### src/rtl/shift_pkg.sv
// Shared definitions for the pipelined barrel shifter: mode encodings.
package shift_pkg;

  typedef enum logic [1:0] {
    SHIFT_SLL = 2'b00,
    SHIFT_SRL = 2'b01,
    SHIFT_SRA = 2'b10,
    SHIFT_ROL = 2'b11
  } shift_op_t;

endpackage

### src/rtl/shift_pipe_if.sv
// Operation/result handshake bundle for shift_pipe; slave is the shifter's view.
interface shift_pipe_if #(
  parameter int WIDTH = 32,
  parameter int TAG_W = 5
);
  import shift_pkg::*;

  localparam int SHAMT_W = $clog2(WIDTH);

  logic               in_valid;
  logic               in_ready;
  logic [WIDTH-1:0]   data_operand;
  logic [SHAMT_W-1:0] ctrl_shiftamt;
  shift_op_t          ctrl_shift_op;
  logic [TAG_W-1:0]   in_tag;
  logic               out_valid;
  logic               out_ready;
  logic [WIDTH-1:0]   result;
  logic [TAG_W-1:0]   out_tag;

  modport master (
    output in_valid, data_operand, ctrl_shiftamt, ctrl_shift_op, in_tag, out_ready,
    input  in_ready, out_valid, result, out_tag
  );

  modport slave (
    input  in_valid, data_operand, ctrl_shiftamt, ctrl_shift_op, in_tag, out_ready,
    output in_ready, out_valid, result, out_tag
  );

endinterface

### src/rtl/shift_stage.sv
// One barrel-shifter stage: conditional shift by DIST, then a register; 1-cycle latency.
// Holds its contents while downstream is not ready; ready = !valid || downstream ready.
module shift_stage
  import shift_pkg::*;
#(
  parameter int WIDTH   = 32,
  parameter int TAG_W   = 5,
  parameter int SHAMT_W = 5,
  parameter int DIST    = 1
) (
  input  logic               clock,
  input  logic               reset_n,
  input  logic               up_valid,
  output logic               up_ready,
  input  logic [WIDTH-1:0]   up_data,
  input  logic [SHAMT_W-1:0] up_shamt,
  input  shift_op_t          up_op,
  input  logic               up_sign,
  input  logic [TAG_W-1:0]   up_tag,
  output logic               dn_valid,
  input  logic               dn_ready,
  output logic [WIDTH-1:0]   dn_data,
  output logic [SHAMT_W-1:0] dn_shamt,
  output shift_op_t          dn_op,
  output logic               dn_sign,
  output logic [TAG_W-1:0]   dn_tag
);

  localparam int               SEL     = $clog2(DIST);
  localparam logic [WIDTH-1:0] HI_MASK = ~({WIDTH{1'b1}} >> DIST);

  logic [WIDTH-1:0] shifted;

  // Arithmetic fill uses the operand's original sign bit carried down the pipe.
  always_comb begin
    shifted = up_data;
    if (up_shamt[SEL]) begin
      case (up_op)
        SHIFT_SLL: shifted = up_data << DIST;
        SHIFT_SRL: shifted = up_data >> DIST;
        SHIFT_SRA: shifted = (up_data >> DIST) | (HI_MASK & {WIDTH{up_sign}});
        SHIFT_ROL: shifted = (up_data << DIST) | (up_data >> (WIDTH - DIST));
        default:   shifted = up_data;
      endcase
    end
  end

  assign up_ready = !dn_valid || dn_ready;

  always_ff @(posedge clock or negedge reset_n) begin
    if (!reset_n) begin
      dn_valid <= 1'b0;
      dn_data  <= '0;
      dn_shamt <= '0;
      dn_op    <= SHIFT_SLL;
      dn_sign  <= 1'b0;
      dn_tag   <= '0;
    end else if (up_ready) begin
      dn_valid <= up_valid;
      if (up_valid) begin
        dn_data  <= shifted;
        dn_shamt <= up_shamt;
        dn_op    <= up_op;
        dn_sign  <= up_sign;
        dn_tag   <= up_tag;
      end
    end
  end

endmodule

### src/rtl/shift_pipe.sv
// Pipelined barrel shifter (SLL/SRL/SRA/ROL) with tag; latency $clog2(WIDTH) cycles, 1 op/cycle.
// Combinational ready chain collapses bubbles; a stalled output holds result and tag stable.
module shift_pipe
  import shift_pkg::*;
#(
  parameter int WIDTH = 32,
  parameter int TAG_W = 5
) (
  input logic         clock,
  input logic         reset_n,
  shift_pipe_if.slave io
);

  localparam int SHAMT_W = $clog2(WIDTH);

  // Index 0 is the input side; index i+1 is the register of stage i.
  logic               vld  [SHAMT_W+1];
  logic               rdy  [SHAMT_W+1];
  logic [WIDTH-1:0]   dat  [SHAMT_W+1];
  logic [SHAMT_W-1:0] amt  [SHAMT_W+1];
  shift_op_t          op   [SHAMT_W+1];
  logic               sgn  [SHAMT_W+1];
  logic [TAG_W-1:0]   tag  [SHAMT_W+1];

  assign vld[0] = io.in_valid;
  assign dat[0] = io.data_operand;
  assign amt[0] = io.ctrl_shiftamt;
  assign op[0]  = io.ctrl_shift_op;
  assign sgn[0] = io.data_operand[WIDTH-1];
  assign tag[0] = io.in_tag;

  assign rdy[SHAMT_W] = io.out_ready;

  genvar gi;
  generate
    for (gi = 0; gi < SHAMT_W; gi++) begin : g_stage
      shift_stage #(
        .WIDTH   (WIDTH),
        .TAG_W   (TAG_W),
        .SHAMT_W (SHAMT_W),
        .DIST    (1 << gi)
      ) u_stage (
        .clock    (clock),
        .reset_n  (reset_n),
        .up_valid (vld[gi]),
        .up_ready (rdy[gi]),
        .up_data  (dat[gi]),
        .up_shamt (amt[gi]),
        .up_op    (op[gi]),
        .up_sign  (sgn[gi]),
        .up_tag   (tag[gi]),
        .dn_valid (vld[gi+1]),
        .dn_ready (rdy[gi+1]),
        .dn_data  (dat[gi+1]),
        .dn_shamt (amt[gi+1]),
        .dn_op    (op[gi+1]),
        .dn_sign  (sgn[gi+1]),
        .dn_tag   (tag[gi+1])
      );
    end
  endgenerate

  assign io.in_ready  = reset_n && rdy[0];
  assign io.out_valid = vld[SHAMT_W];
  assign io.result    = dat[SHAMT_W];
  assign io.out_tag   = tag[SHAMT_W];

endmodule

### src/flat_wrapper.sv
// flat-port wrapper written by rule: the top's interface ports become plain ports
module shift_pipe_flat import shift_pkg::*;
#(
  parameter int WIDTH = 32,
  parameter int TAG_W = 5
)
  (clock, reset_n, io_in_valid, io_data_operand, io_ctrl_shiftamt, io_ctrl_shift_op, io_in_tag, io_out_ready, io_in_ready, io_out_valid, io_result, io_out_tag);
  shift_pipe_if #(.WIDTH(WIDTH), .TAG_W(TAG_W)) io_i ();
  input logic clock;
  input logic reset_n;
  input wire logic [$bits(io_i.in_valid)-1:0] io_in_valid;
  input wire logic [$bits(io_i.data_operand)-1:0] io_data_operand;
  input wire logic [$bits(io_i.ctrl_shiftamt)-1:0] io_ctrl_shiftamt;
  input wire logic [$bits(io_i.ctrl_shift_op)-1:0] io_ctrl_shift_op;
  input wire logic [$bits(io_i.in_tag)-1:0] io_in_tag;
  input wire logic [$bits(io_i.out_ready)-1:0] io_out_ready;
  output wire logic [$bits(io_i.in_ready)-1:0] io_in_ready;
  output wire logic [$bits(io_i.out_valid)-1:0] io_out_valid;
  output wire logic [$bits(io_i.result)-1:0] io_result;
  output wire logic [$bits(io_i.out_tag)-1:0] io_out_tag;
  assign io_i.in_valid = io_in_valid;
  assign io_i.data_operand = io_data_operand;
  assign io_i.ctrl_shiftamt = io_ctrl_shiftamt;
  assign io_i.ctrl_shift_op = io_ctrl_shift_op;
  assign io_i.in_tag = io_in_tag;
  assign io_i.out_ready = io_out_ready;
  assign io_in_ready = io_i.in_ready;
  assign io_out_valid = io_i.out_valid;
  assign io_result = io_i.result;
  assign io_out_tag = io_i.out_tag;
  shift_pipe #(.WIDTH(WIDTH), .TAG_W(TAG_W)) u_core (.clock(clock), .reset_n(reset_n), .io(io_i));
endmodule
### config.mk
export PLATFORM = sky130hd
export DESIGN_NAME = shift_pipe_flat
export DESIGN_NICKNAME = d
export VERILOG_FILES = /design/src/rtl/shift_pkg.sv /design/src/rtl/shift_pipe_if.sv /design/src/rtl/shift_stage.sv /design/src/rtl/shift_pipe.sv /design/src/flat_wrapper.sv
export SDC_FILE = /design/constraint.sdc
export NUM_CORES = 1
export LEC_CHECK = 0
export ABC_CLOCK_PERIOD_IN_PS = 5100
export CAP_MARGIN = 20
export CORE_MARGIN = 2
export CORE_UTILIZATION = 50
export CTS_BUF_LIST = sky130_fd_sc_hd__clkbuf_8
export CTS_CLUSTER_SIZE = 40
export DETAILED_ROUTE_END_ITERATION = 6
export MAX_ROUTING_LAYER = met4
export PLACE_DENSITY = 0.68
export SYNTH_ARGS = -nofsm -noshare
export SYNTH_HDL_FRONTEND = slang
export SYNTH_SLANG_ARGS = --single-unit
### constraint.sdc
create_clock -name clock -period 5.1 [get_ports clock]
set_clock_uncertainty 0.05 [all_clocks]
set_input_delay 0.51 -clock clock [delete_from_list [all_inputs] [get_ports clock]]
set_output_delay 0.51 -clock clock [all_outputs]
set_load 0.1 [all_outputs]
==> flow_summary.yaml <==
pwr:
  p_per_area_mw_per_mm2: 638
  pwr-share-comb_pct: 43.8
  internal_power_uw: 4440
  clkPwrFrac_pct: 18.8
  power_leakage_uw: 0.00600
  switchingPower_uw: 3600
  power_frac_seq_pct: 37.4
  swShare_pct: 44.8
  ir_worst_vdd_v: 0.000268
synthesis:
  synth_warnings: 0
  yosys.area.top_type: "dfrtp_1"
  synth_edf_count: 0
  syn-cell-area_mm2: 0.0111
  synth_seq_cells: 212
  synthArstFlopShare_pct: 100
  synth_nets: 1147
  synth_area_leaders: "dfrtp_1 48%, mux2i_1 8.8%, a21o_1 7.2%"
  ys_seq_area_share_pct: 47.8
  avgSynthCellArea_um2: 10.1
  yosys.area.top_type_share_pct: 47.8
  synth_cell_types: 33
  ys_dominant_reg_cell: "dfrtp_1"
  syn_inst: 1099
run_status:
  status: "completed"
grt:
  gr-total-overflow: 0
  grt_start_max_net_pins: 79
  grt_pass1_vias: 7844
  track_usage_pct: 21.1
  antenna_found_initial: 0
  grt_first_pass_wirelength_um: 40000
sta:
  maxSlewViolCount: 0
  period_needed_ns: 3.51
  setup_violations: 0
  finalSetupTns_ns: 0
  rsz0062_at_grt: "false"
  tightest_slew_ns: 1.04
  timing.fmax_ghz: 0.285
  timing.final.crit_share_pct: 68.7
  relSlewSlack_pct: 31.0
  hold_violations: 0
clock_tree:
  numClockSinks: 212
  clk-insertion-delay-late_ns: 0.52
  clock_path_buffers: 3
  cts_tree: "built"
  numCtsBuffers: 38
  cts_root_buffer: "clkbuf_8"
  cts.repair.resized: 0
  clkTransAtPathRegs_ns: 0.05
  cts-htree-levels: 2
  cts_setup_buffers: 0
routing:
  vias_per_cell: 5.66
  dr.pass1.iters: 6
  wl_met2_um: 11000
  drt-met1-wl_um: 11300
  drc: 0
  top_layer: "met4"
  drt-wirelength-per-cell_um: 16.5
  drtIter0Drc: 412
  postRouteAntennaNets: 0
  drt_wl_total_um: 23600
  wl_met3_um: 744
  vias: 8092
final_layout:
  drive_above_1_share_pct: 12.0
  design_area_mm2: 0.0126
  fin_util_pct: 57.7
  syn2layout_area_growth_pct: 13.6
  nets: 1173
  final_cells: 1430
  antenna_cells: 0
place:
  dp.cells: 1361
  io_buffers: 86
  gp_congestion: 0.859
  dp_hpwl_um: 16300
  postPlaceCellArea_mm2: 0.0118
floorplanning:
  coreArea_mm2: 0.0218
  start_util_pct: 50.8
  pin_count: 87
  die_width_um: 153
  rows: 54
  die_area_mm2: 0.0234
  die_h_um: 153
critical_path:
  required_ns: 4.54
  r2r-start: "u_core.g_stage[2].u_stage.dn_valid"
  crit_chain: "clkdlybuf4s50_1, nand4b_1, or2_2, and2_1, clkdlybuf4s50_1"
  critical_path.most_common_cell: "clkdlybuf4s50_1"
  start_kind: "primary input"
  crit_start: "io_out_ready"
  critPathArrivalTime_ns: 2.95
  reg2reg_depth: 4
  path_class: "in2out"
  max_stage_delay_ns: 0.96
  cp_max_fo: 6
  critPathCaptureType: "primary output"
  cpMaxStageDelayCell: "clkdlybuf4s50_1"
  r2r_slack_ns: 2.61
min_path:
  hold_class: "reg2reg"
  hold_path_startpoint: "u_core.g_stage[3].u_stage.dn_tag[3]"
  hold_depth: 2
job:
  max_cap_violations: 0
[worst paths after layout]
path	endpoint
max in group asynchronous	u_core.g_stage[1].u_stage.dn_shamt[2]
max reg2reg	u_core.g_stage[0].u_stage.dn_tag[4]
min	u_core.g_stage[4].u_stage.dn_tag[3]
min in group asynchronous	u_core.g_stage[4].u_stage.dn_data[4]
max	io_in_ready
min reg2reg	u_core.g_stage[4].u_stage.dn_tag[3]
[sequential cells by signal (all words and copies together), names as in the netlist]
register / cells
u_core.g_stage.u_stage.dn_data: 160
u_core.g_stage.u_stage.dn_sign: 4
u_core.g_stage.u_stage.dn_valid: 5
u_core.g_stage.u_stage.dn_op: 8
u_core.g_stage.u_stage.dn_shamt: 10
u_core.g_stage.u_stage.dn_tag: 25
[worst max-delay path: cells and delay by family]
kind | cells | cell delay (ns)
and+or+nand+nor | 3 | 1.04
buffers and inverters | 2 | 1.39
[cells in the mapped netlist (6+ instances only)]
master / number
a211oi_1: 106
a22oi_1: 8
o21ai_1: 12
o31ai_1: 7
inv_1: 6
a21o_1: 107
a21oi_1: 29
buf_4: 42
dfrtp_1: 212
nand2_1: 91
clkbuf_1: 45
buf_2: 25
mux2i_1: 98
nor2_1: 147
o21ai_0: 61
mux2_2: 53
a221oi_1: 24
[cell usage in the layout, fill, tap and decap left out, drive strengths merged, types with 2 or more instances in the layout]
cell / synthesis / routed
a21o: 107 / 107
clkinv: 1 / 6
nand3b: 2 / 2
clkbuf: 45 / 49
buf: 74 / 19
nand2b: 2 / 2
dfrtp: 212 / 212
clkdlybuf4s50: 0 / 84
mux2i: 98 / 98
a22oi: 8 / 8
nand2: 91 / 91
inv: 6 / 17
a221oi: 24 / 24
o31ai: 7 / 7
o21ai: 73 / 73
mux2: 53 / 53
a21oi: 29 / 29
nor2: 147 / 147
nor2b: 2 / 2
a211oi: 106 / 106
xnor2: 5 / 5
[timing repair]
action / CTS / global route
hold buffers: 1 / 0
hold endpoints to repair: 65 / 0
setup endpoints to repair: 0 / 0
[cell type report]
cell class,instances,area (um^2)
Sequential cell,212,5310
Multi-Input combinational cell,761,5150
Clock inverter,17,73.8
Fill cell,1938,9220
Tap cell,280,350
Clock buffer,48,661
Inverter,7,26.3
Timing Repair Buffer,105,1030
[metal layers]
metal	vias up	global-route usage, %
met3	38	3.54
met5	-	-
met4	0	6.92
li1	4006	-
met1	3905	28.1
met2	143	33.3
[metrics by stage]
stage | setup slack [ns] | hold slack, ns | total power [uW]
floorplan | 2.41 | 0.164 | 5860
global placement | 1.63 | 0.396 | 6480
detailed placement | 1.61 | 0.402 | 6550
CTS | 1.59 | 0.415 | 8090
global route | 1.48 | 0.436 | 8550
finish | 1.59 | 0.405 | 8040
[cells by family (layout without fill, tap and decap cells)]
| logic type | Yosys count | in the layout | synth area share, % |
|---|---|---|---|
| compound gates | 357 | 357 | 22.1 |
| simple gates | 248 | 248 | 8.67 |
| flops | 212 | 212 | 47.8 |
| mux | 151 | 151 | 14.2 |
| buf+inv | 126 | 177 | 6.17 |
| xor+xnor | 5 | 5 | 0.970 |
[power by group through the flow]
stage / Sequential, uW / Combinational, uW / Clock, uW
floorplan: 2860 / 3000 / 0
global placement: 3010 / 3470 / 0
detailed placement: 3030 / 3520 / 0
CTS: 3000 / 3530 / 1560
global route: 3110 / 3800 / 1640
finish: 3010 / 3520 / 1510
No activity file was read; power rests on OpenSTA's default activity.
